`src/rtl/scarv_soc_bram_arbiter.sv`:
```
`default_nettype none
//------------------------------------------------------------------------------
// Module   : scarv_soc_bram_arbiter
// Purpose  : Two-requester round-robin arbiter in front of a single-port BRAM,
//            with an address window check and an RLAT-deep response tag pipe.
// Revision : 1.0
//------------------------------------------------------------------------------
module scarv_soc_bram_arbiter #(
  parameter int          DEPTH = 1024,
  parameter logic [31:0] BASE  = 32'h0,
  parameter int          RLAT  = 2,
  localparam int         LW    = $clog2(DEPTH)
) (
  input  logic          g_clk,
  input  logic          g_resetn,

  input  logic          m0_req,
  output logic          m0_gnt,
  input  logic [3:0]    m0_wen,
  input  logic [31:0]   m0_addr,
  input  logic [31:0]   m0_wdata,
  output logic          m0_rsp,
  output logic          m0_err,
  output logic [31:0]   m0_rdata,

  input  logic          m1_req,
  output logic          m1_gnt,
  input  logic [3:0]    m1_wen,
  input  logic [31:0]   m1_addr,
  input  logic [31:0]   m1_wdata,
  output logic          m1_rsp,
  output logic          m1_err,
  output logic [31:0]   m1_rdata,

  output logic          bram_en,
  output logic [3:0]    bram_wen,
  output logic [LW-1:0] bram_addr,
  output logic [31:0]   bram_wdata,
  input  logic [31:0]   bram_rdata
);

  localparam logic [31:0] C_DEPTH = 32'(DEPTH);

  logic            r_prio;
  logic [RLAT-1:0] r_vld;
  logic [RLAT-1:0] r_id;
  logic [RLAT-1:0] r_err;

  logic [31:0]     w_off0;
  logic [31:0]     w_off1;
  logic            w_in0;
  logic            w_in1;
  logic            w_gnt0;
  logic            w_gnt1;
  logic            w_acc;
  logic            w_inr;
  logic            w_rvld;
  logic            w_rid;
  logic            w_rerr;

  // Unsigned subtraction makes addresses below BASE wrap to huge offsets.
  assign w_off0 = m0_addr - BASE;
  assign w_off1 = m1_addr - BASE;
  assign w_in0  = w_off0 < C_DEPTH;
  assign w_in1  = w_off1 < C_DEPTH;

  assign w_gnt0 = g_resetn && m0_req && (!m1_req || !r_prio);
  assign w_gnt1 = g_resetn && m1_req && !w_gnt0;
  assign m0_gnt = w_gnt0;
  assign m1_gnt = w_gnt1;

  assign w_acc      = w_gnt0 || w_gnt1;
  assign w_inr      = w_gnt1 ? w_in1 : w_in0;
  assign bram_en    = w_acc && w_inr;
  assign bram_wen   = bram_en ? (w_gnt1 ? m1_wen : m0_wen) : 4'b0000;
  assign bram_addr  = w_gnt1 ? w_off1[LW-1:0] : w_off0[LW-1:0];
  assign bram_wdata = w_gnt1 ? m1_wdata : m0_wdata;

  // Priority flips only on contested cycles; the holder was just granted.
  always_ff @(posedge g_clk or negedge g_resetn) begin
    if (!g_resetn) begin
      r_prio <= 1'b0;
    end else if (m0_req && m1_req) begin
      r_prio <= ~r_prio;
    end
  end

  always_ff @(posedge g_clk or negedge g_resetn) begin
    if (!g_resetn) begin
      r_vld <= '0;
      r_id  <= '0;
      r_err <= '0;
    end else begin
      r_vld[0] <= w_acc;
      r_id[0]  <= w_gnt1;
      r_err[0] <= !w_inr;
      for (int i = 1; i < RLAT; i++) begin
        r_vld[i] <= r_vld[i-1];
        r_id[i]  <= r_id[i-1];
        r_err[i] <= r_err[i-1];
      end
    end
  end

  assign w_rvld = r_vld[RLAT-1];
  assign w_rid  = r_id[RLAT-1];
  assign w_rerr = r_err[RLAT-1];

  assign m0_rsp   = w_rvld && !w_rid;
  assign m1_rsp   = w_rvld && w_rid;
  assign m0_err   = m0_rsp && w_rerr;
  assign m1_err   = m1_rsp && w_rerr;
  assign m0_rdata = (m0_rsp && !w_rerr) ? bram_rdata : 32'h0;
  assign m1_rdata = (m1_rsp && !w_rerr) ? bram_rdata : 32'h0;

endmodule
`default_nettype wire

```
`config.mk`:
```
export PLATFORM = sky130hd
export DESIGN_NAME = scarv_soc_bram_arbiter
export DESIGN_NICKNAME = d
export VERILOG_FILES = /design/src/rtl/scarv_soc_bram_arbiter.sv
export SDC_FILE = /design/constraint.sdc
export NUM_CORES = 1
export LEC_CHECK = 0
export CORE_AREA = 2 2 113 115
export DETAILED_ROUTE_END_ITERATION = 8
export DIE_AREA = 0 0 115 117
export GPL_ROUTABILITY_DRIVEN = 1
export GPL_TIMING_DRIVEN = 0
export PLACE_DENSITY = 0.55
export SLEW_MARGIN = 5
export SYNTH_ARGS = -nofsm -noshare
export SYNTH_HDL_FRONTEND = slang
export SYNTH_SLANG_ARGS = --single-unit
```
`constraint.sdc`:
```
create_clock -name g_clk -period 1.6 [get_ports g_clk]
set_input_delay 0.32 -clock g_clk [delete_from_list [all_inputs] [get_ports g_clk]]
set_output_delay 0.32 -clock g_clk [all_outputs]
set_load 0.005 [all_outputs]
```
==> results of run 1 <==
[power by group through the flow]
stage               Clock [µW]  Sequential [µW]  Combinational, µW
finish                     419              213               1430
global route               437              216               1540
CTS                        429              212               1370
detailed placement           0              214               1070
global placement             0              213               1070
floorplan                    0              211                267
[worst reg2reg max path, cell delays in order (launching register included)]
cell and delay (ps):
dfrtp_1 350, nand2b_4 140, nand3_4 130, inv_4 100
buf_4 110, nand4_4 130, buf_6 170, and2_1 140
[routing by layer]
layer,part of all wire [%],up-vias
li1,-,1542
met1,35,1445
met2,56,185
met3,8.3,16
met4,1.4,0
met5,0,-
[state kept, by name, summed over array words and instances, names as in the netlist]
signal	cells
r_id	2
r_vld	2
r_prio	1
r_err	2
[logic make-up (layout without fill, tap and decap cells)]
group	after synthesis	count (layout)
compound gates	6	6
xor+xnor	1	1
buf+inv	18	386
flops	7	7
simple gates	225	225
[cell type report]
type                       instances  area [µm²]
buffer                            12         206
clock buffer                       4        78.8
fill                            1157        6330
inverter                           2        10.0
multi-input combinational        232        1680
sequential                         7         176
tap                              150         188
timing repair buffer             368        3650
[how the worst max path moves through the flow]
stage	from	to	slack [ps]	cells after the start
global route	r_prio	bram_wen[0]	-520	9
global placement	g_resetn	bram_wdata[14]	-1440	8
finish	r_prio	bram_wen[0]	-410	9
floorplan	m1_addr[31]	bram_wen[0]	30	4
detailed placement	g_resetn	bram_wdata[14]	-1460	8
CTS	r_prio	bram_wen[1]	-430	9
[stage by stage]
step                      cell area [µm²]  setup TNS, ps  worst slack, ps  utilization (%)  cells
after floorplan                      1410              0             31.6                -    257
after global placement               4480         -97510            -1440             36.4    695
after detailed placement             4480        -100650            -1460             36.4    695
after CTS                            5600         -30210             -426             45.5    774
after global routing                 5990         -35570             -517             48.6    775
final                                5990         -27840             -411             48.6    775
[synthesized netlist by cell type (2+ instances only)]
master and number:
and2_1 67, nor2b_1 2, and4_1 2, nand4_2 2, nor2_1 3, dfrtp_1 7
buf_2 8, a221oi_1 4, clkbuf_1 8, nor4_1 8, nand2_1 135
[what timing repair did]
| item | CTS | global route |
|---|---|---|
| cloned | 12 | 1 |
| gates resized for setup | 756 | 139 |
| setup endpoints to repair | 118 | 115 |
| pin swaps | 104 | 51 |
| hold buffers | 0 | 1 |
| endpoints found under the hold margin | 0 | 7 |
| buffers inserted | 63 | 11 |
==> impl_results.md, run 1 <==
- Total Power: a little over 2000 µW
- Post-synthesis compound-gate area fraction: 3.20%
- Layout area overhead: 325%
- Synth area leaders: nand2_1 (36%), and2_1 (30%), dfrtp_1 (12%), nor4_1 (3.6%), buf_2 (2.8%)
- Die ar.: approximately 13000 µm²
- Vias: approximately 3200
- Syn. warnings: 0
- Largest net degree at the start of global routing: 11
- Clk pin slew, worst setup/hold paths: 40 ps
- Post-synthesis simple-gate area fraction: 78.2%
- Reg2Reg Launch Point: r_prio
- Clock sinks: 7
- Reg2Reg Setup Slack: around 220 ps
- GR Util met3: a little under 3%
- Final setup margin: -411 ps
- Mapped cell area: about 1400 µm²
- DRC viols: 0
- Final ANT Viol Nets: 0
- Post-Syn Nets: approximately 430
- Post-synth EDFFs: 0
- Yosys cell types: 22
- Mapped Cells: 257
- CP Max Fanout: 4
- P_int: roughly 1400 µW
- Gpl congestion: 0.801
- Sw frac: 31.0%
- Skew-Pair Late Insertion Delay: between 200 and 250 ps
- Sequential area share after synthesis: between 10% and 20%
- DIE WIDTH: between 100 and 150 µm
- Most frequent cells in the layout: clkdlybuf4s50_1 (127), buf_6 (117), nand2_2 (65), nand2_1 (65), and2_4 (64)
- Critical hold path startpoint: r_vld[0]
- Worst reg2reg path depth: 7
- Port-buffer cells: 288
- Slowest stage cell, crit path: dfrtp_1
- Main combinational cell family by area after synthesis: simple AND/OR/NAND/NOR gates
- DR iter-0 viols: 64
- WP buf/inv: 5
- ANT cells: 0
- Clock buffer depth: 2
- Biggest area consumer among synthesized cells: nand2_1
- FF-to-FF End: r_err[0]
- Post-synthesis adder-cell area fraction: 0%
- WHS: approximately 340 ps
- M2 GR Usage: 32.2%
- Ys async rst share: 100%
- Crit path cell chain: nand2b_4, nand3_4, inv_4, buf_12, buf_6, buf_6, nand2_4, a221oi_2, buf_2
- FF+latch count, synth: 7
- Vias per std cell: approximately 4.1
- Flop pwr share: slightly above 10%
- CP arrival: 1690 ps
- Slew HR: 68.9%
- Final setup viols: about 110
- Hold Path Cell Cnt: 0
- Max-cap violations: 0
- Clk_skew: around 4.2 ps
- Share of the synthesized area in the top cell type: between 30% and 40%
- Synthesized area per cell: about 5.5 µm²
- Hold endpoint: r_vld[1]
- Hold Vio Cnt, Final: 0
- Leak pwr: between 0.002 and 0.003 µW
- Most used routing layer: met2
- Initial core utilization: a little under an eighth
- FP Rows: a little over 40
- Initial antenna violation count: 0
- Grt met1 use: approximately 16%
- CTS tree: yes
- Number of global-route vias before repair: 3229
- VDD IR-drop max: approximately 360 µV
- Startpoint Class: register
- CTS buffer count: 3
- Nature of the critical path endpoint: primary output
- GR Overflow Total: 0
- Fin. max-slew vios: 0
- Final wirelength: approximately 12 mm
- F_max: 0.497 GHz
- First-pass GRT wire length: about 16 mm
- 1st-pass router iterations: 4
- Proportion of synthesized area in mux cells: 0%
- Kind of critical path: register to primary output
- Worst endpoint required time: roughly 1300 ps
- Total Nets Final: roughly 800
- Worst slew pin tran: 467 ps
- Critical path's top delay family: buffers and inverters
- Synth Area in XOR/XNOR: less than 1%
- Core area: between 10000 and 15000 µm²
- Routed wire length per instance: 15.6 µm
- Crit path time final: ~2000 ps
- Top_reg_cell synth: dfrtp_1
- RSZ-0062 raised after global routing: true
- Root buf cell: clkbuf_16
- All-Layer GR Usage: approximately 16%
- Final worst path period share: 126%
- NetSw: between 600 and 700 µW
- Failing checks: negative setup slack
- Share of layout cells above drive strength 1: about three fifths
- Gate power share: a little over two thirds
- Commonest non-fill, non-tap cell in the layout: clkdlybuf4s50_1
- Clock power frac: between 20% and 30%
- Pwr dens: around 340 nW/µm²
- Hpwl dp: ~8.4 mm
- CP dominant cell by count: buf_6
- H-tree depth: 1
- Ports: a little under 300
- Crit-path max cell delay: 350 ps
- Status: finished with violations
- Worst min-delay path class: register to register
- Die height: around 120 µm
No activity file was read; power rests on OpenSTA's default activity.
==> run 2: changes to the inputs <==
--- a/config.mk
+++ b/config.mk
@@ -11,6 +11,7 @@
 export GPL_ROUTABILITY_DRIVEN = 1
 export GPL_TIMING_DRIVEN = 0
 export PLACE_DENSITY = 0.55
+export SETUP_SLACK_MARGIN = 0.1
 export SLEW_MARGIN = 5
 export SYNTH_ARGS = -nofsm -noshare
 export SYNTH_HDL_FRONTEND = slang
==> run 2 against run 1 <==
  * The flow still finishes with violations (negative setup slack)
  * Critical endpoint is now bram_wen[2]
  * Cell count is 0.52% lower
  * Global-route usage fell by 0.33 points
  * Critical path type is now primary input to primary output
  * Count of clock-buffer cells in the layout unchanged
==> impl_results.md, run 2 (same netlist as run 1, synthesis figures left out) <==
- Fin. max-slew vios: 0 (unchanged)
- Initial antenna violation count: 0 (unchanged)
- Placed cells: 695 (unchanged)
- Final wirelength: 11.8 mm (was 12.1 mm)
- Number of global-route vias before repair: 3033 (was 3229)
- F_max: 0.500 GHz (was 0.497 GHz)
- WP buf/inv: 2 (was 5)
- Initial core utilization: 11.4% (unchanged)
- First-pass GRT wire length: 15.9 mm (was 16.5 mm)
- DR iter-0 viols: 40 (was 64)
- Clk_skew: 0.328 ps (was 4.19 ps)
- Clk pin slew, worst setup/hold paths: 30 ps (was 40 ps)
- DRC viols: 0 (unchanged)
- Total Power: 2140 µW (was 2060 µW)
- Pwr dens: 351 nW/µm² (was 345 nW/µm²)
- Startpoint Class: primary input (was register)
- Skew-Pair Late Insertion Delay: 230 ps (about the same)
- Gpl congestion: 0.785 (was 0.801)
- Final setup viols: 114 (was 113)
- Critical hold path startpoint: r_vld[0] (unchanged)
- Place WS: -1470 ps (was -1460 ps)
- Core area: 12300 µm² (unchanged)
- Root buf cell: clkbuf_16 (unchanged)
- Crit path time final: 2000 ps (was 2010 ps)
- GR Overflow Total: 0 (unchanged)
- Die height: 117 µm (unchanged)
- RSZ-0062 raised after global routing: true (unchanged)
- Hold Vio Cnt, Final: 0 (unchanged)
- Failing checks: negative setup slack (unchanged)
- Final worst path period share: 125% (was 126%)
- Worst min-delay path class: register to register (unchanged)
- Crit-path max cell delay: 300 ps (was 350 ps)
- Clock buffer depth: 2 (unchanged)
- Non-Filler Instances: 771 (was 775)
- Worst slew pin tran: 717 ps (was 467 ps)
- Leak pwr: 0.00299 µW (was 0.00294 µW)
- CTS buffer count: 3 (unchanged)
- Final ANT Viol Nets: 0 (unchanged)
- CP Max Fanout: 6 (was 4)
- Reg2Reg Launch Point: r_prio (unchanged)
- Ports: 289 (unchanged)
- FILL cells: 1168 (was 1157)
- Status: finished with violations (unchanged)
- Largest net degree at the start of global routing: 11 (unchanged)
- 1st-pass router iterations: 4 (unchanged)
- Vias: 3155 (was 3188)
- Kind of critical path: primary input to primary output (was register to primary output)
- Hpwl dp: 8.66 mm (was 8.45 mm)
- Die ar.: 13500 µm² (unchanged)
- Vias per std cell: 4.09 (was 4.11)
- Slowest stage cell, crit path: a221oi_2 (was dfrtp_1)
- Slew HR: 51.9% (was 68.9%)
- Critical path's top delay family: simple AND/OR/NAND/NOR gates (was buffers and inverters)
- Nature of the critical path endpoint: primary output (unchanged)
- Biggest regs: r_err: 2 flops, r_id: 2 flops, r_vld: 2 flops (unchanged)
- CTS tree: yes (unchanged)
- DIE WIDTH: 115 µm (unchanged)
- CP arrival: 1680 ps (was 1690 ps)
- ANT cells: 0 (unchanged)
- Total Nets Final: 794 (was 798)
- Final setup margin: -399 ps (was -411 ps)
- WHS: 341 ps (was 338 ps)
- Commonest non-fill, non-tap cell in the layout: clkdlybuf4s50_1 (unchanged)
- Most frequent cells in the layout: clkdlybuf4s50_1 (130), buf_6 (118), and2_4 (63) (was clkdlybuf4s50_1 (127), buf_6 (117), nand2_2 (65), nand2_1 (65), and2_4 (64))
- Crit path cell chain: clkdlybuf4s15_1, nor4_2, and4_1, nand4_4, a221oi_2, buf_2 (was nand2b_4, nand3_4, inv_4, buf_12, buf_6, buf_6, nand2_4, a221oi_2, buf_2)
- Crit path launch: m1_addr[26] (was r_prio)
- Max-cap violations: 0 (unchanged)
- Clock sinks: 7 (unchanged)
- Port-buffer cells: 288 (unchanged)
- Setup_tns: -28080 ps (was -27840 ps)
- H-tree depth: 1 (unchanged)
- VDD IR-drop max: 249 µV (was 365 µV)
- Reg2Reg Setup Slack: 260 ps (was 220 ps)
- Share of layout cells above drive strength 1: 58.9% (was 59.5%)
- FP Rows: 41 (unchanged)
- Routed wire length per instance: 15.3 µm (was 15.6 µm)
- Layout area overhead: 332% (was 325%)
- All-Layer GR Usage: 15.2% (was 15.5%)
- Worst endpoint required time: 1280 ps (about the same)
run 2: cell types whose count changed in the layout (fill, tap and decap cells not counted), sizes merged:
cell | before | now
dlygate4sd2 | 21 | 24
clkinv | 0 | 1
buf | 202 | 197
inv | 2 | 1
dlymetal6s2s | 5 | 3
clkdlybuf4s50 | 127 | 130
bufbuf | 0 | 1
clkbuf | 14 | 10
run 2: layout make-up:
class	count	area, µm²	share of cell area [%]
inverters	2	12.5	0.206
flip-flops and latches	7	175	2.88
plain buffers	15	243	3.99
multi-input cells	232	1730	28.4
well taps	150	188	3.08
repair buffers	361	3660	60.1
clock buffers	4	78.8	1.30
run 2: repair_timing:
action                     CTS  global route
buffers inserted            55            13
gates resized for setup    687           195
pin swaps                   89            67
hold buffers                 0             1
hold endpoints to repair     0             7
setup endpoints to repair  119           116
cloned                      12             0
run 2: layer usage:
metal / vias up / track usage, % / part of all wire (%)
met5: - / 0 / 0
met3: 13 / 4.79 / 9.8
met2: 187 / 29.7 / 55
met1: 1420 / 15.6 / 34
met4: 0 / 4.02 / 1.6
li1: 1535 / - / -
run 2: metrics by stage:
step / instance area [µm²] / utilization, %
after CTS: 5550 / 45.1
after floorplan: 1460 / -
after detailed placement: 4530 / 36.8
after global routing: 6080 / 49.4
final: 6080 / 49.4
after global placement: 4530 / 36.8
run 2: power breakdown:
part	internal [µW]	switching, µW
sequential	200	12.9
clock	331	85.4
combinational	958	548
run 2: final timing paths:
path / to / depth (start not counted)
hold / removal: r_vld[1] / 0
hold reg to reg: r_vld[1] / 0
max in group asynchronous: r_err[1] / 2
setup reg to reg: r_id[0] / 7
min in group asynchronous: r_prio / 2
setup / recovery: bram_wen[2] / 6
run 2: worst register-to-register path, stage by stage (launching register included):
cell and delay (ps):
dfrtp_1 370, nand2b_4 150, nand3_4 120, clkinv_4 90, buf_6 130, buf_6 120
buf_8 130, buf_4 130
==> run 3: changes to the inputs <==
--- a/config.mk
+++ b/config.mk
@@ -10,8 +10,8 @@
 export DIE_AREA = 0 0 115 117
 export GPL_ROUTABILITY_DRIVEN = 1
 export GPL_TIMING_DRIVEN = 0
-export PLACE_DENSITY = 0.55
 export SETUP_SLACK_MARGIN = 0.1
+export SKIP_CTS_REPAIR_TIMING = 1
 export SLEW_MARGIN = 5
 export SYNTH_ARGS = -nofsm -noshare
 export SYNTH_HDL_FRONTEND = slang
==> run 3 against run 2 <==
  * The flow still finishes with violations (negative setup slack)
  * Combinational power is 9% lower
  * Sequential cell count stayed put
  * Sequential share of layout area is 0.19 points higher
  * Count of clock-buffer cells in the layout stayed put
  * Utilization is 3.0 points lower
  * Non-clock buffer count stayed put
  * Critical path depth is 2 higher
  * Total power is 6.3% lower
  * Worst setup slack worse by 52 ps
  * Cell count stayed put
==> impl_results.md, run 3 (same netlist as run 1, synthesis figures left out) <==
- Status: finished with violations (unchanged)
- Failing checks: negative setup slack (unchanged)
- Total Power: 2000 µW (was 2140 µW)
- Cell area after layout: 5720 µm² (was 6080 µm²)
- Final worst path period share: 128% (was 125%)
- Vias per std cell: 4.08 (was 4.09)
- Clock buffer depth: 2 (unchanged)
- RSZ-0062 raised after global routing: true (unchanged)
- Critical path's top delay family: buffers and inverters (was simple AND/OR/NAND/NOR gates)
- DR iter-0 viols: 51 (was 40)
- CTS buffer count: 3 (unchanged)
- Worst min-delay path class: register to register (unchanged)
- CP arrival: 1730 ps (was 1680 ps)
- Hpwl dp: 8.32 mm (was 8.66 mm)
- Worst endpoint required time: 1280 ps (about the same)
- Final ANT Viol Nets: 0 (unchanged)
- Setup_tns: -30900 ps (was -28080 ps)
- ANT cells: 0 (unchanged)
- Skew-Pair Late Insertion Delay: 230 ps (about the same)
- Crit-path max cell delay: 360 ps (was 300 ps)
- FILL cells: 1230 (was 1168)
- Kind of critical path: register to primary output (was primary input to primary output)
- Area after DPL: 4530 µm² (unchanged)
- WP buf/inv: 4 (was 2)
- Crit path cell chain: nand2b_4, nand3_4, clkinv_4, buf_6, nand4_4, buf_6, a221oi_2, buf_2 (was clkdlybuf4s15_1, nor4_2, and4_1, nand4_4, a221oi_2, buf_2)
- Final setup viols: 111 (was 114)
- Fin. max-slew vios: 0 (unchanged)
- Root buf cell: clkbuf_16 (unchanged)
- Commonest non-fill, non-tap cell in the layout: clkdlybuf4s50_1 (unchanged)
- Slowest stage cell, crit path: dfrtp_1 (was a221oi_2)
- Ports: 289 (unchanged)
- Layout area overhead: 306% (was 332%)
- Number of global-route vias before repair: 2775 (was 3033)
- GR Overflow Total: 0 (unchanged)
- Gpl congestion: 0.770 (was 0.785)
- WHS: 340 ps (was 341 ps)
- Share of layout cells above drive strength 1: 45.2% (was 58.9%)
- F_max: 0.488 GHz (was 0.500 GHz)
- VDD IR-drop max: 358 µV (was 249 µV)
- Most frequent cells in the layout: clkdlybuf4s50_1 (128), nand2_1 (86), dlymetal6s2s_1 (72) (was clkdlybuf4s50_1 (130), buf_6 (118), and2_4 (63))
- Final core occ: 46.4% (was 49.4%)
- Max-cap violations: 0 (unchanged)
- DIE WIDTH: 115 µm (unchanged)
- Routed wire length per instance: 14.8 µm (was 15.3 µm)
- Vias: 3148 (was 3155)
- Total Nets Final: 794 (unchanged)
- 1st-pass router iterations: 3 (was 4)
- CP dominant cell by count: buf_6
- Crit path time final: 2050 ps (was 2000 ps)
- FP Rows: 41 (unchanged)
- First-pass GRT wire length: 13.2 mm (was 15.9 mm)
- Register area: 175 µm² (unchanged)
- Clock sinks: 7 (unchanged)
- CP Max Fanout: 5 (was 6)
- Die ar.: 13500 µm² (unchanged)
- Final wirelength: 11.4 mm (was 11.8 mm)
- Pwr dens: 350 nW/µm² (was 351 nW/µm²)
- Area of the multi-input gates: 1520 µm² (was 1730 µm²)
- DRC viols: 0 (unchanged)
- H-tree depth: 1 (unchanged)
- Core area: 12300 µm² (unchanged)
- Die height: 117 µm (unchanged)
- Startpoint Class: register (was primary input)
- Leak pwr: 0.00352 µW (was 0.00299 µW)
- Final setup margin: -450 ps (was -399 ps)
- Clk pin slew, worst setup/hold paths: 40 ps (was 30 ps)
- Initial antenna violation count: 0 (unchanged)
- Clk_skew: 1.18 ps (was 0.328 ps)
- Slew HR: 69.6% (was 51.9%)
- Nature of the critical path endpoint: primary output (unchanged)
- All-Layer GR Usage: 12.3% (was 15.2%)
- Port-buffer cells: 288 (unchanged)
- Biggest regs: r_err: 2 flops, r_id: 2 flops, r_vld: 2 flops (unchanged)
- CTS tree: yes (unchanged)
- Hold Vio Cnt, Final: 0 (unchanged)
- Worst slew pin tran: 457 ps (was 717 ps)
- Initial core utilization: 11.4% (unchanged)
- Largest net degree at the start of global routing: 12 (was 11)
-- run 3: cell count changes in the layout (fill, tap and decap cells not counted), moves of 9 or more --
cell             delta
dlygate4sd2_1      -24
buf_2              -19
clkbuf_2           +44
buf_6              -52
clkdlybuf4s15_1    -13
nand2_4            -16
and2_4             -34
buf_4              +14
and2_1             +34
nand2_1            +24
buf_8               -9
dlymetal6s2s_1     +69
-- run 3: path summary, 6_finish.rpt --
kind	end	slack, ps	cells past startpoint	start
setup / recovery	bram_wen[1]	-450	8	r_prio
hold / removal	r_err[1]	340	0	r_err[0]
setup reg to reg	r_err[0]	260	6	r_prio
hold reg to reg	r_err[1]	340	0	r_err[0]
max in group asynchronous	r_err[0]	800	2	g_resetn
min in group asynchronous	r_id[0]	580	2	g_resetn
-- run 3: area by class of cell --
| type | count | area share (%) |
|---|---|---|
| plain buffers | 16 | 3.85 |
| clock buffers | 4 | 1.38 |
| inverters | 2 | 0.219 |
| multi-input cells | 232 | 26.5 |
| flip-flops and latches | 7 | 3.06 |
| well taps | 150 | 3.28 |
| repair buffers | 360 | 61.7 |
-- run 3: metrics by stage --
stage          cells  worst slack (ps)
6_report         771              -450
3_5_place_dp     695             -1420
4_1_cts          699             -1420
3_3_place_gp     695             -1370
2_1_floorplan    257              48.6
5_1_grt          771              -543
-- run 3: report_power, final --
part / internal [µW] / leakage, µW / switching, µW / total [µW]
clock network: 330 / 0.0000382 / 83.2 / 414
logic: 874 / 0.00340 / 499 / 1370
registers: 200 / 0.0000801 / 15.4 / 215
total: 1400 / 0.00352 / 597 / 2000
-- run 3: metal layers --
layer	global-route usage (%)	routed length (µm)	vias to the layer above
li1	-	-	1534
met1	12.1	3880	1411
met2	24.4	6140	187
met3	4.22	1120	16
met4	3.45	247	0
met5	0	0	-
